$ cat config.mk
export PLATFORM = sky130hd
export DESIGN_NAME = hazard_unit
export DESIGN_NICKNAME = d
export VERILOG_FILES = /design/src/rtl/hazard_unit.sv
export SDC_FILE = /design/constraint.sdc
export NUM_CORES = 1
export LEC_CHECK = 0
export CORE_MARGIN = 2
export CORE_UTILIZATION = 29
export DETAILED_ROUTE_END_ITERATION = 6
export GPL_TIMING_DRIVEN = 0
export PLACE_DENSITY = 0.86
export SLEW_MARGIN = 25
export SYNTH_ARGS = -nofsm -noshare
export SYNTH_HDL_FRONTEND = slang
export SYNTH_SLANG_ARGS = --single-unit
$ cat constraint.sdc
create_clock -name clk -period 2 [get_ports clk]
set_clock_uncertainty 0.2 [all_clocks]
set_input_delay 0.3 -clock clk [delete_from_list [all_inputs] [get_ports clk]]
set_output_delay 0.3 -clock clk [all_outputs]
set_load 0.02 [all_outputs]
$ cat src/rtl/hazard_unit.sv
// hazard_unit: load-use stall, memory-busy freeze and taken-branch flush
// control for a 5-stage pipeline.
// Optional statistics counters are built only when HAZARD_STATS_EN is defined;
// otherwise stall_cycles and flush_events read as constant zero.
module hazard_unit #(
   parameter int REGW     = 5,
   parameter int LOAD_LAT = 1,
   parameter int CNTW     = 32
) (
   input  logic            clk,
   input  logic            reset,
   input  logic            MemReadEX,
   input  logic [REGW-1:0] writeregEX,
   input  logic [REGW-1:0] insrs,
   input  logic [REGW-1:0] insrt,
   input  logic            usesrs,
   input  logic            usesrt,
   input  logic            BranchTakenEX,
   input  logic            MemBusy,
   output logic            PChold,
   output logic            IFIDhold,
   output logic            IDEXhold,
   output logic            EXMEMhold,
   output logic            IDEXbubble,
   output logic            IFIDflush,
   output logic [CNTW-1:0] stall_cycles,
   output logic [CNTW-1:0] flush_events
);

   typedef enum logic {
      IDLE   = 1'b0,
      LDWAIT = 1'b1
   } state_t;

   // Remaining stall cycles after the first one taken in IDLE.
   localparam logic [3:0] CNT_INIT = 4'(LOAD_LAT - 1);

   state_t     state;
   state_t     state_nxt;
   logic [3:0] cnt;
   logic [3:0] cnt_nxt;
   logic       hazard;

   // Only rs/rt are compared; register 0 never creates a dependency.
   assign hazard = MemReadEX && (writeregEX != '0) &&
                   ((usesrs && (writeregEX == insrs)) ||
                    (usesrt && (writeregEX == insrt)));

   // State and stall counter register.
   always_ff @(posedge clk) begin
      if (reset) begin
         state <= IDLE;
         cnt   <= '0;
      end else begin
         state <= state_nxt;
         cnt   <= cnt_nxt;
      end
   end

   // Next state and control outputs, priority MemBusy > load stall > branch flush.
   always_comb begin
      state_nxt  = state;
      cnt_nxt    = cnt;
      PChold     = 1'b0;
      IFIDhold   = 1'b0;
      IDEXhold   = 1'b0;
      EXMEMhold  = 1'b0;
      IDEXbubble = 1'b0;
      IFIDflush  = 1'b0;
      if (!reset) begin
         if (MemBusy) begin
            PChold    = 1'b1;
            IFIDhold  = 1'b1;
            IDEXhold  = 1'b1;
            EXMEMhold = 1'b1;
         end else if (state == LDWAIT) begin
            PChold     = 1'b1;
            IFIDhold   = 1'b1;
            IDEXbubble = 1'b1;
            cnt_nxt    = cnt - 4'd1;
            if (cnt == 4'd1) begin
               state_nxt = IDLE;
            end
         end else if (hazard) begin
            PChold     = 1'b1;
            IFIDhold   = 1'b1;
            IDEXbubble = 1'b1;
            if (LOAD_LAT > 1) begin
               cnt_nxt   = CNT_INIT;
               state_nxt = LDWAIT;
            end
         end else if (BranchTakenEX) begin
            IFIDflush  = 1'b1;
            IDEXbubble = 1'b1;
         end
      end
   end

`ifdef HAZARD_STATS_EN
   // Wrapping event counters for stall cycles and flushes.
   always_ff @(posedge clk) begin
      if (reset) begin
         stall_cycles <= '0;
         flush_events <= '0;
      end else begin
         if (PChold) begin
            stall_cycles <= stall_cycles + CNTW'(1);
         end
         if (IFIDflush) begin
            flush_events <= flush_events + CNTW'(1);
         end
      end
   end
`else
   assign stall_cycles = '0;
   assign flush_events = '0;
`endif

endmodule

==> results by group <==
Routing
  • DR iter-0 viols: 14
  • Post-DR vias/cell: 3.169
  • ANT nets after route: 0
  • Routed WL per cell: 7.953 um
  • Total number of vias: 808
  • Residual DRC: 0
  • Post-Route WL: 2028 um
  • DRT Pass-1 Iters: 4

Placed design
  • Port bufs: 26
  • Cell Area, Placed: 0.001474 mm^2
  • Final weighted congestion in routability-driven placement: 0.6577
  • Post-DP HPWL: 1618 um

Timing
  • Hold Fails Final Rpt: 0
  • Fin. max-slew vios: 0
  • WHS: 0.2344 ns
  • Setup Total Neg Slack: -0.2048 ns
  • Crit share post-route: 104.9%
  • # setup viols final: 4
  • Clock period minus worst slack: 2.099 ns
  • RSZ-0062 raised after global routing: true
  • FMAX: 0.4765 GHz
  • Final setup margin: -0.09862 ns

Synth
  • Area leader, netlist: buf_4
  • Sequential area share after synthesis: 11.02%
  • EDFF count, synth: 0
  • Top cell type's share of synthesized area: 54.55%
  • Post-synthesis register bit count: 5
  • Synth Instances: 116
  • Synthesized area per cell: 7.831 um^2
  • Fraction of registers with async set/reset: 0%
  • Warnings, synthesis: 0
  • Top-count cell post-synth: buf_4
  • Post-Syn Area: 908.4 um^2
  • Synth Flop Type: dfxtp_1
  • Synth area leaders: buf_4 (55%), dfxtp_1 (11%), xor2_1 (9.6%), xnor2_1 (2.9%), ha_1 (2.8%)
  • Post-synth cell types: 25
  • Synth top cells by count: buf_4 (66), xor2_1 (10), dfxtp_1 (5), nor2_1 (5)

Floorplanning
  • Top Ports: 92
  • Core Region: 0.003028 mm^2
  • Die footprint: 0.003596 mm^2
  • # rows: 20
  • Die Width: 59.97 um
  • Die height: 59.97 um
  • Starting density of the core: 30.00%

Clock tree
  • Max clock buf depth: 2
  • Clk pin slew, worst setup/hold paths: 0.05 ns
  • H-tree depth: 1
  • TritonCTS clock tree: done
  • Clock root buffer: clkbuf_4
  • Worst skew pair latency: 0.26 ns
  • Hold-fix buffers, CTS: 0
  • Clk sink count: 5
  • CTS Buf Count: 3

Global routing
  • Total gr overflow: 0
  • All-Layer GR Usage: 10.24%
  • Initial antenna violation count: 0
  • Vias in the first global route: 612
  • Largest net degree at the start of global routing: 10
  • Wire length of the first global-routing pass: 2691 um

Power
  • Total power: 0.5634 mW
  • Power Density: 354.0 mW/mm^2
  • Peak supply drop: 0.1098 mV
  • Leak pwr: 0.8829 nW

Min path
  • Worst Hold Class: in2reg
  • Worst Hold Launch: reset

Finish
  • # nets final: 236
  • Area grow syn2layout: 75.21%
  • Final Core Density: 52.56%
  • Design area: 0.001592 mm^2
  • ANT cells: 0
  • Fraction of layout cells with a size suffix above 1: 47.87%

Setup path
  • Crit Path Category: in2out
  • Crit path from: insrs[1]
  • CP Capture Type: output pin
  • Worst Path Required: 1.50 ns
  • Reg-to-reg critical path startpoint: state
  • Crit path max fanout: 3
  • Setup crit start kind: input pin
  • Crit path DAT: 1.60 ns

Run status
  • Status: complete, but fails checks
  • Failing checks: negative setup slack

Run
  • Max cap viols: 0
## area by class of cell
cell class	instances	area [um^2]
Timing Repair Buffer	28	249.0
Multi-Input combinational cell	104	650.6
Inverter	3	11.26
Buffer	67	499.2
Tap cell	44	55.05
Fill cell	271	1436
Sequential cell	5	100.1
Clock buffer	4	26.28
## power breakdown
part | internal (mW) | switching [mW]
clock network | 0.0761 | 0.0515
registers | 0.0999 | 0.00000000000000383
logic | 0.151 | 0.185
total | 0.327 | 0.237
## sequential cells by signal, indices dropped and copies added, names as in the netlist
signal / count
cnt: 4
state: 1
## worst max-delay path: stages
cell	delay, ns
buf_6	0.09
xor2_2	0.17
nor4_4	0.32
a32oi_4	0.18
buf_6	0.15
o2111a_1	0.24
buf_6	0.14
## what timing repair did
action	in CTS	in global routing
setup buffers	1	1
hold endpoints to repair	0	0
pin swaps	16	6
endpoints found under the setup margin	6	5
gates resized for setup	92	11
## cell families (layout without fill, tap and decap cells)
logic type               count (synthesis)  count (layout)  synth area share (%)
AO/OA/AOI/OAI                            8               8                 6.749
XOR/XNOR                                13              13                 12.53
adder cells (fa/ha/maj)                  2               2                 2.754
buffers and inverters                   70             102                 56.20
flip-flops                               5               5                 11.02
other                                    1              64                0.4128
AND/OR/NAND/NOR                         17              17                 10.33
## final timing paths
path | end | slack, ns | cells past startpoint
setup / recovery | IFIDflush | -0.1 | 7
hold / removal | cnt[0] | 0.23 | 2
setup reg to reg | cnt[2] | 0.64 | 4
hold reg to reg | state | 0.29 | 2
## routing by layer
layer	track usage, %	wire length [um]
met2	18.79	1132
met1	10.12	648
met5	0	0
met4	4.762	30
met3	3.680	217
## stage by stage
stage | setup slack, ns | std cells
floorplan | 0.07652 | 179
global placement | -0.9264 | 249
detailed placement | -0.9275 | 249
CTS | -0.09824 | 254
global route | -0.1537 | 255
finish | -0.09862 | 255
## cell usage in the layout, fill, tap and decap left out, types with 2 or more instances in the layout
cell             count
inv_1                3
nor2_1               4
buf_2                5
xor2_2               3
xor2_1               7
clkbuf_1             2
nor2b_1              2
clkbuf_4             3
nor3_1               2
clkdlybuf4s50_1      5
o21ai_4              2
conb_1              64
nor4_4               2
buf_4               69
clkbuf_2             2
ha_1                 2
dlygate4sd2_1        3
xnor2_1              3
buf_6                8
nand2_1              2
dfxtp_1              5
(Power assumes the default switching activity.)
